$ cat src/rtl/mnist_argmax_unit.sv
// Sequential argmax over packed Q8.8 class scores: captures on a done edge, scans one
// class per cycle, and holds {digit, score} on a valid/ready result port until accepted.
module mnist_argmax_unit #(
    parameter int unsigned NUM_CLASSES = 10,
    parameter int unsigned SCORE_W     = 16,
    parameter int unsigned IDX_W       = 4,
    parameter int unsigned SIGNED_CMP  = 1
) (
    input  logic                           clk,
    input  logic                           rst,
    input  logic [NUM_CLASSES*SCORE_W-1:0] scores_in,
    input  logic                           scores_done,
    output logic [IDX_W-1:0]               result_digit,
    output logic [SCORE_W-1:0]             result_score,
    output logic                           result_valid,
    input  logic                           result_ready,
    output logic                           busy,
    output logic                           overrun,
    input  logic                           overrun_clr
);

    typedef enum logic [1:0] {
        ST_IDLE,
        ST_SCAN,
        ST_HOLD
    } state_t;

    localparam logic [IDX_W-1:0] LAST_IDX = IDX_W'(NUM_CLASSES - 1);

    state_t               state_q, state_d;
    logic                 done_q;
    logic [SCORE_W-1:0]   buf_q [NUM_CLASSES];
    logic [SCORE_W-1:0]   buf_d [NUM_CLASSES];
    logic [SCORE_W-1:0]   max_q, max_d;
    logic [IDX_W-1:0]     idx_q, idx_d;
    logic [IDX_W-1:0]     ptr_q, ptr_d;
    logic [IDX_W-1:0]     res_digit_q, res_digit_d;
    logic [SCORE_W-1:0]   res_score_q, res_score_d;
    logic                 res_valid_q, res_valid_d;
    logic                 overrun_q, overrun_d;

    logic                 start_evt;
    logic                 xfer;
    logic                 capture;
    logic                 drop;
    logic [SCORE_W-1:0]   cand;
    logic                 cand_ge;
    logic [SCORE_W-1:0]   score_in [NUM_CLASSES];

    // Ties resolve toward the later (higher) class index, hence >=.
    function automatic logic score_ge(input logic [SCORE_W-1:0] a,
                                      input logic [SCORE_W-1:0] b);
        if (SIGNED_CMP != 0) begin
            return $signed(a) >= $signed(b);
        end
        return a >= b;
    endfunction

    always_comb begin
        for (int unsigned i = 0; i < NUM_CLASSES; i++) begin
            score_in[i] = scores_in[i*SCORE_W +: SCORE_W];
        end
    end

    assign start_evt = scores_done & ~done_q;
    assign xfer      = res_valid_q & result_ready;
    assign capture   = start_evt & ((state_q == ST_IDLE) | ((state_q == ST_HOLD) & xfer));
    assign drop      = start_evt & ~capture;
    assign cand      = buf_q[ptr_q];
    assign cand_ge   = score_ge(cand, max_q);

    always_comb begin
        state_d     = state_q;
        buf_d       = buf_q;
        max_d       = max_q;
        idx_d       = idx_q;
        ptr_d       = ptr_q;
        res_digit_d = res_digit_q;
        res_score_d = res_score_q;

        unique case (state_q)
            ST_SCAN: begin
                if (cand_ge) begin
                    max_d = cand;
                    idx_d = ptr_q;
                end
                ptr_d = ptr_q + IDX_W'(1);
                if (ptr_q == LAST_IDX) begin
                    state_d     = ST_HOLD;
                    res_digit_d = cand_ge ? ptr_q : idx_q;
                    res_score_d = cand_ge ? cand : max_q;
                end
            end
            ST_HOLD: begin
                if (xfer) begin
                    state_d = ST_IDLE;
                end
            end
            default: begin
                state_d = state_q;
            end
        endcase

        // A capture overrides the HOLD->IDLE exit so a done edge coinciding with
        // the handshake starts the next scan without passing through IDLE.
        if (capture) begin
            buf_d = score_in;
            max_d = score_in[0];
            idx_d = '0;
            ptr_d = IDX_W'(1);
            if (NUM_CLASSES == 1) begin
                state_d     = ST_HOLD;
                res_digit_d = '0;
                res_score_d = score_in[0];
            end else begin
                state_d = ST_SCAN;
            end
        end

        res_valid_d = (state_d == ST_HOLD);

        if (drop) begin
            overrun_d = 1'b1;
        end else if (overrun_clr) begin
            overrun_d = 1'b0;
        end else begin
            overrun_d = overrun_q;
        end
    end

    always_ff @(posedge clk or posedge rst) begin
        if (rst) begin
            state_q     <= ST_IDLE;
            done_q      <= 1'b0;
            buf_q       <= '{default: '0};
            max_q       <= '0;
            idx_q       <= '0;
            ptr_q       <= '0;
            res_digit_q <= '0;
            res_score_q <= '0;
            res_valid_q <= 1'b0;
            overrun_q   <= 1'b0;
        end else begin
            state_q     <= state_d;
            done_q      <= scores_done;
            buf_q       <= buf_d;
            max_q       <= max_d;
            idx_q       <= idx_d;
            ptr_q       <= ptr_d;
            res_digit_q <= res_digit_d;
            res_score_q <= res_score_d;
            res_valid_q <= res_valid_d;
            overrun_q   <= overrun_d;
        end
    end

    assign result_digit = res_digit_q;
    assign result_score = res_score_q;
    assign result_valid = res_valid_q;
    assign busy         = (state_q != ST_IDLE);
    assign overrun      = overrun_q;

endmodule

$ cat config.mk
export PLATFORM = sky130hd
export DESIGN_NAME = mnist_argmax_unit
export DESIGN_NICKNAME = d
export VERILOG_FILES = /design/src/rtl/mnist_argmax_unit.sv
export SDC_FILE = /design/constraint.sdc
export NUM_CORES = 1
export LEC_CHECK = 0
export BUFFER_PORTS_ARGS = -buffer_cell sky130_fd_sc_hd__buf_2
export CAP_MARGIN = 20
export CORE_MARGIN = 5
export CORE_UTILIZATION = 37
export CTS_CLUSTER_SIZE = 24
export DETAILED_ROUTE_END_ITERATION = 7
export HOLD_SLACK_MARGIN = 0.02
export PLACE_DENSITY = 0.68
export SKIP_LAST_GASP = 1
export SLEW_MARGIN = 10
export SYNTH_ARGS = -nofsm -noshare
export SYNTH_HDL_FRONTEND = slang
export SYNTH_SLANG_ARGS = --single-unit
$ cat constraint.sdc
create_clock -name clk -period 18.9 [get_ports clk]
set_input_delay 1.89 -clock clk [delete_from_list [all_inputs] [get_ports clk]]
set_output_delay 1.89 -clock clk [all_outputs]
set_load 0.05 [all_outputs]
; ---- Yosys cells after proc, flatten, opt, wreduce, memory -nomap -nowiden
; Cells that the tools add are included.
; W data, S select, Z words.
[word_totals]
input_bits = 165
word_cells = 57
reg_bits = 209
out_inout_bits = 23
[op_classes]
addsub = 1
magnitude_cmp = 2
eq_ne = 4
bitwise = 9
n_reduce_logical = 5
mux = 17
[ops]
columns = cell, count
row1 = $mux W16, 5
row2 = $bmux W16 S4, 1
row3 = $mux W4, 5
row4 = $ge A16 B16 Y1, 1
row5 = $mux W2, 3
row6 = $reduce_bool A2 Y1, 3
row7 = $and A1 B1 Y1, 5
row8 = $ge A5 B5 Y1 const B, 1
row9 = $not A4 Y5, 1
row10 = $add A4 B1 Y4 const B, 1
row11 = $eq A2 B2 Y1 const B, 2
row12 = $eq A4 B4 Y1 const B, 1
row13 = $pmux W2 S2, 1
row14 = $eq A2 B1 Y1 const B, 1
row15 = $logic_not A2 Y1, 1
row16 = $mux W1, 2
row17 = $not A1 Y1, 2
row18 = $reduce_and A2 Y1, 1
row19 = $or A1 B1 Y1, 1

; ---- Logic depth before layout (Yosys ltp)
; Gate-level depths: netlist (run 1).
[logic_depth]
word_depth = 8
mapped_depth = 15

; ---- Least setup slack after synthesis (run 1)
; No wires, ideal clock.
[synth_timing]
path_type = reg2reg
startpoint = register ptr_q[0]
endpoint = register res_digit_q[0], in the netlist result_digit[0]
t_required_ps = 18770
setup_ps = 130
path_stages_with_launch = 15
period_less_slack_ps = 3636
path_buffers = 3
slack_ps = 15264
arrival_time_ps = 3506
cell_sequence = dfrtp_1 -> buf_2 -> buf_2 -> mux4_2 -> mux2i_1 -> o22ai_1 -> ha_1 -> nand4_1 -> o21bai_1 -> a211o_1 -> o32ai_4 -> and2_1 -> buf_2 -> mux2i_1 -> o21ai_1
[synth_via]
elab_chain_len = 6
[synth_lines]
columns = element, line_no
row1 = start: declaration, 36  ; logic [IDX_W-1:0] ptr_q, ptr_d;
row2 = start signal: assignment, 149  ; ptr_q <= ptr_d;
row3 = $not A4 Y5 (not written as such), 69  ; assign cand = buf_q[ptr_q];
row4 = $bmux W16 S4, 69
row5 = $mux W16 (not written as such) (2 in series), 69
row6 = $ge A16 B16 Y1, 54  ; return $signed(a) >= $signed(b);
row7 = $mux W4, 90  ; res_digit_d = cand_ge ? ptr_q : idx_q;
row8 = end signal: assignment, 150  ; res_digit_q <= res_digit_d;
row9 = end: declaration, 37  ; logic [IDX_W-1:0] res_digit_q, res_digit_d;
; Parallel ways exist; a longest one is shown, timed or not. The select of a mux whose other input is x is not followed.
; A chain may end at the register's enable or synchronous reset.

; ---- Final worst setup path (run 1)
[layout_timing]
startpoint = register ptr_q[0]
endpoint = register max_q[0]
[layout_via]
elab_chain_len = 8
[layout_lines]
columns = element, line_no
row1 = $not A4 Y5 (not written as such) *, 69
row2 = $bmux W16 S4 *, 69
row3 = $mux W16 (not written as such) * (2 in series), 69
row4 = $ge A16 B16 Y1, 54
row5 = $mux W16 *, 83  ; if (cand_ge) begin
row6 = $mux W16 *, 81  ; unique case (state_q)
row7 = $mux W16 *, 106  ; if (capture) begin
row8 = end signal: assignment, 147  ; max_q <= max_d;
row9 = end: declaration, 34  ; logic [SCORE_W-1:0] max_q, max_d;
; Mark *: on every way between the ends. The rest lies on a longest branch, timed or not. The select of a mux whose other input is x is not followed.

==> results of run 1 <==
[layout make-up]
type / count / area [um^2]
repair buffers: 195 / 1016
fillers: 2493 / 14320
well taps: 335 / 419.2
multi-input cells: 756 / 4228
inverters: 24 / 97.59
flip-flops and latches: 209 / 5235
clock inverters: 8 / 80.08
clock buffers: 31 / 665.6
[cell usage after synthesis, drive strengths merged (2+ instances only)]
cell type,number
nor3,2
mux2i,38
nand3b,2
nand4,3
mux4,32
a21oi,12
nand3,35
o22ai,17
dfrtp,209
and2,3
nand2,512
o311ai,15
nor2,12
xor2,2
o21ai,36
buf,17
inv,24
ha,21
nand2b,2
clkbuf,50
[logic make-up (layout without fill, tap and decap cells)]
| logic type | Yosys count | after routing |
|---|---|---|
| buf+inv | 91 | 258 |
| mux | 70 | 70 |
| flops | 209 | 209 |
| xor+xnor | 3 | 3 |
| compound gates | 88 | 88 |
| fa+ha+maj | 21 | 21 |
| simple gates | 574 | 574 |
[flip-flops by register name, summed over array words and instances, names as in the netlist]
| register | flops |
|---|---|
| buf_q | 160 |
| max_q | 16 |
| result_score | 16 |
| idx_q | 4 |
| ptr_q | 4 |
| result_digit | 4 |
| state_q | 2 |
| done_q | 1 |
| overrun | 1 |
| result_valid | 1 |
[layer usage]
layer / vias to the layer above / wire [um] / GRT usage (%)
met5: - / 0 / 0
met4: 0 / 404 / 3.603
met3: 29 / 1716 / 3.100
met2: 281 / 12110 / 26.69
met1: 3773 / 12500 / 26.25
li1: 3772 / - / -
[how the worst min path moves through the flow]
stage	slack, ps	to	depth (start not counted)	from
finish	470	buf_q[36]	2	buf_q[36]
global route	490	buf_q[115]	2	buf_q[115]
CTS	470	buf_q[115]	2	buf_q[115]
detailed placement	460	buf_q[115]	2	buf_q[115]
global placement	450	buf_q[115]	2	buf_q[115]
floorplan	440	buf_q[112]	2	buf_q[112]
[critical path: stages, from the launching register on]
cell,delay (ps)
dfrtp_4,1060
mux4_2,600
mux2i_1,150
o22ai_1,160
ha_1,410
nand4_1,230
nor4_2,340
nand4_1,730
a21oi_4,1060
mux2i_1,250
o21ai_0,90
[metrics by stage]
step | total power, mW | instance area (um^2)
floorplan | 1.598 | 9802
global placement | 1.848 | 10970
detailed placement | 1.887 | 10970
CTS | 2.334 | 11710
global route | 2.507 | 11740
finish | 2.328 | 11740
[where the power goes]
part | switching (mW) | internal, mW | leakage (nW)
combinational | 0.657 | 0.429 | 3.14
sequential | 0.140 | 0.664 | 2.61
clock | 0.179 | 0.260 | 0.360
total | 0.975 | 1.35 | 6.12
==> flow_summary.toml, run 1 <==
[place]
io_buffers = 187
place_congestion = 0.8843
place_inst = 1518
dpl.hpwl_mm = 18.88
pre_cts_slack_ps = 13640

[yosys]
synth_area_mm2 = 0.009802
synth-seq-area-share_pct = 53.36
synthSimpleGateAreaFrac_pct = 22.87
ys_types = 37
postSynthCellCount = 1056
syn_area_per_cell_um2 = 9.282
synth_flop_cell = "dfrtp_1"
syn_nets = 1242
synth_xor_area_share_pct = 0.2681
yosys.area_share.adder_pct = 2.681
yosys.area.top_type = "dfrtp_1"
ys_ff_latch = 209
yosys_warnings = 0
synthTopCellsByArea = "dfrtp_1 (53%), nand2_1 (20%), mux4_2 (7.4%)"
synth_edf_count = 0
synth_top_area_share_pct = 53.36
synth_mux_area_share_pct = 11.23
synth_top_family_by_area = "simple AND/OR/NAND/NOR gates"
synth_compound_gate_area_share_pct = 5.885
async_reset_ff_share_pct = 100.0

[grt]
grt_pass1_wl_mm = 43.21
grt_max_degree = 131
gr-usage-all-layers_pct = 17.44
first_global_vias = 7968
grt-ovfl-total = 0
grt_antenna_before_repair = 0

[worst_setup_path]
crit_fanout = 54
startpoint_type = "flip-flop"
r2r-end = "max_q[0]"
cp-end-kind = "flip-flop"
r2r_start = "ptr_q[0]"
endpoint = "max_q[0]"
critical_path_arrival_ps = 5620
reg2reg_slack_ps = 13620
worstSetupStartpoint = "ptr_q[0]"
worstSetupPathType = "reg2reg"
cp_data_required_time_ps = 19240
rr_worst_depth = 10

[sta]
fin_skew_ps = 11.50
holdWs_ps = 468.1
relSlewSlack_pct = 31.41
period_share_pct = 27.93
hold_viol = 0
rsz0062_at_grt = "false"
setup_violations = 0
slew_violations = 0
setup_ws_ps = 13620
tns_ps = 0
clock.fmax_ghz = 0.1894
fin_crit_ps = 5279
worst_pin_slew_ps = 1029

[clock_tree]
post-cts-setup-buffers = 0
ctsResizeCount = 0
hold_buffers = 0
cts_tree = "yes"
cts.path.max_buffers = 3
cts.sinks = 209
numCtsBuffers = 23
htreeDepth = 1
clock_latency_ps = 500
cts.clk_slew.worst_paths_ps = 60
ctsRootBufferMaster = "clkbuf_16"

[power]
p_leak_nw = 6.118
p_per_area_mw_per_mm2 = 198.3
peakVddDrop_v = 0.0001266

[final_layout]
layout.cells.non_filler = 1558
diodes = 0
areaGrowthSynthToFinish_pct = 19.79
mostFrequentLayoutCells = "nand2_1 (512), dfrtp_1 (207), buf_2 (187)"
finish.utilization_pct = 45.06
drive_gt1_share_pct = 22.40
nets = 1395
final_common_cell = "nand2_1"

[run]
maxCapViolCount = 0

[die]
rows = 59
ios = 188
initial_core_util_pct = 37.61
coreArea_mm2 = 0.02606
die_x_um = 172.8
die-area_mm2 = 0.02985
die_height_um = 172.8

[run_status]
status = "complete, no violations"

[detailed_routing]
num_vias = 7855
routed_wl_mm = 26.73
via_per_inst = 5.042
first_pass_iters = 5
drt_iter0_drc = 595
antenna_left = 0
route.detailed.drc = 0
post_drt_wl_per_cell_um = 17.15

[hold_path]
hold_class = "reg2reg"
Note: power is estimated with default switching activity, not from simulation.
==> inputs of run 2 (changes only) <==
Clock period 18.9 ns to 5.1 ns, I/O delays scaled along.
==> run 2 against run 1 <==
  * Setup slack lost 13000 ps
  * Cell count grew 0.58%
  * Critical endpoint is now result_score[12]
  * Combinational power rose to 3.8 times the previous value
  * Global-route usage is 0.19 points higher
==> flow_summary.toml, run 2 (synthesized netlist as in run 1, its figures left out) <==
[grt]
grt_max_degree = 185
first_global_vias = 8184
grt-ovfl-total = 0
grt_pass1_wl_mm = 43.59
grt_antenna_before_repair = 0
gr-usage-all-layers_pct = 17.64

[clock_tree]
numCtsBuffers = 23
cts.clk_slew.worst_paths_ps = 60
ctsResizeCount = 0
cts.path.max_buffers = 3
ctsRootBufferMaster = "clkbuf_16"
clock_latency_ps = 500
cts.sinks = 209
post-cts-setup-buffers = 0
cts_tree = "yes"
htreeDepth = 1
hold_buffers = 0

[detailed_routing]
num_vias = 7857
via_per_inst = 5.014
routed_wl_mm = 26.80
antenna_left = 0
first_pass_iters = 4
route.detailed.drc = 0
post_drt_wl_per_cell_um = 17.10
drt_iter0_drc = 493

[final_layout]
mostFrequentLayoutCells = "nand2_1 (512), dfrtp_1 (207), buf_2 (187)"
max_flop_register = "buf_q"
finish.utilization_pct = 45.47
final_common_cell = "nand2_1"
layout.cells.non_filler = 1567
n_fill_cell = 2492
diodes = 0
areaGrowthSynthToFinish_pct = 20.88
nets = 1402
multi_input_area_mm2 = 0.004228
drive_gt1_share_pct = 22.81
largest_register_ff_count = 160
regArea_mm2 = 0.005235

[place]
place_inst = 1526
dpl.hpwl_mm = 19.32
pre_cts_slack_ps = 909.5
io_buffers = 187
place_congestion = 0.9054

[worst_setup_path]
worst_path_largest_cell_delay_ps = 620
startpoint_type = "flip-flop"
r2r-end = "result_score[12]"
cp_slowest_cell = "dfrtp_4"
cp_data_required_time_ps = 5520
worstSetupPathType = "reg2reg"
rr_worst_depth = 12
crit_path_cell_trace = "buf_12, mux4_2, mux2i_1, o22ai_1, ha_1, a41oi_1, o21ai_0, a211o_1, o32ai_4, and2_1, o21ai_0, o21ai_0"
cp_common_cell = "o21ai_0"
critical_path_arrival_ps = 4640
reg2reg_slack_ps = 880
crit_fanout = 30
cp-end-kind = "flip-flop"
r2r_start = "ptr_q[0]"

[die]
initial_core_util_pct = 37.61
die_height_um = 172.8
coreArea_mm2 = 0.02606
rows = 59
die_x_um = 172.8
die-area_mm2 = 0.02985
ios = 188

[sta]
setup_ws_ps = 879.4
slew_violations = 0
setup_violations = 0
period_share_pct = 82.76
clock.fmax_ghz = 0.2369
tns_ps = 0
rsz0062_at_grt = "false"
relSlewSlack_pct = 37.01
fin_skew_ps = 13.91
worst_pin_slew_ps = 944.9
hold_viol = 0
fin_crit_ps = 4221

[hold_path]
hold_class = "in2reg"
min_from = "scores_done"
worst_hold_path.endpoint = "done_q"
hold_depth = 1

[power]
p_leak_nw = 6.178
peakVddDrop_v = 0.0003714
totalPowerFinal_mw = 8.757
p_per_area_mw_per_mm2 = 739.1

[run]
maxCapViolCount = 0

[run_status]
status = "complete, no violations"
==> run 2: worst max path at each step <==
| stage | start | endpoint | slack, ps | cells after the start |
|---|---|---|---|---|
| 6_report | ptr_q[0] | result_score[12] | 880 | 12 |
| 5_1_grt | ptr_q[0] | result_score[14] | 560 | 12 |
| 4_1_cts | ptr_q[0] | result_score[8] | 840 | 12 |
| 3_5_place_dp | ptr_q[0] | result_score[8] | 910 | 12 |
| 3_3_place_gp | ptr_q[0] | result_digit[0] | 960 | 12 |
| 2_1_floorplan | ptr_q[0] | result_digit[0] | 1460 | 14 |
==> run 2: per-layer routing <==
metal	global-route usage, %	wire, um
met1	26.62	12660
met2	26.51	11990
met3	3.319	1607
met4	4.094	540
met5	0	0
==> run 2: layout make-up <==
| class | count | share of cell area (%) |
|---|---|---|
| Clock buffer | 33 | 5.681 |
| Clock inverter | 8 | 0.8553 |
| Inverter | 24 | 0.7920 |
| Multi-Input combinational cell | 756 | 35.68 |
| Sequential cell | 209 | 44.18 |
| Tap cell | 335 | 3.537 |
| Timing Repair Buffer | 202 | 9.271 |
==> run 2: report_power, final <==
| part | leakage, nW | internal (mW) | switching, mW |
|---|---|---|---|
| clock network | 0.384 | 1.02 | 0.667 |
| registers | 2.61 | 2.46 | 0.483 |
| logic | 3.18 | 1.68 | 2.45 |
==> run 2: worst max-delay path: cells and delay by family, from the launching register on <==
kind	cells	cell delay, ps
buffers and inverters	1	280
AO/OA/AOI/OAI	7	1540
multiplexers	2	740
flip-flops	1	620
AND/OR/NAND/NOR	1	610
adder cells (fa/ha/maj)	1	340
==> run 2: per-stage QoR <==
stage / hold slack [ps] / instance area, um^2
floorplan: 440.3 / 9806
global placement: 452.4 / 11070
detailed placement: 459.7 / 11070
CTS: 109.0 / 11850
global route: 116.7 / 11850
finish: 132.5 / 11850
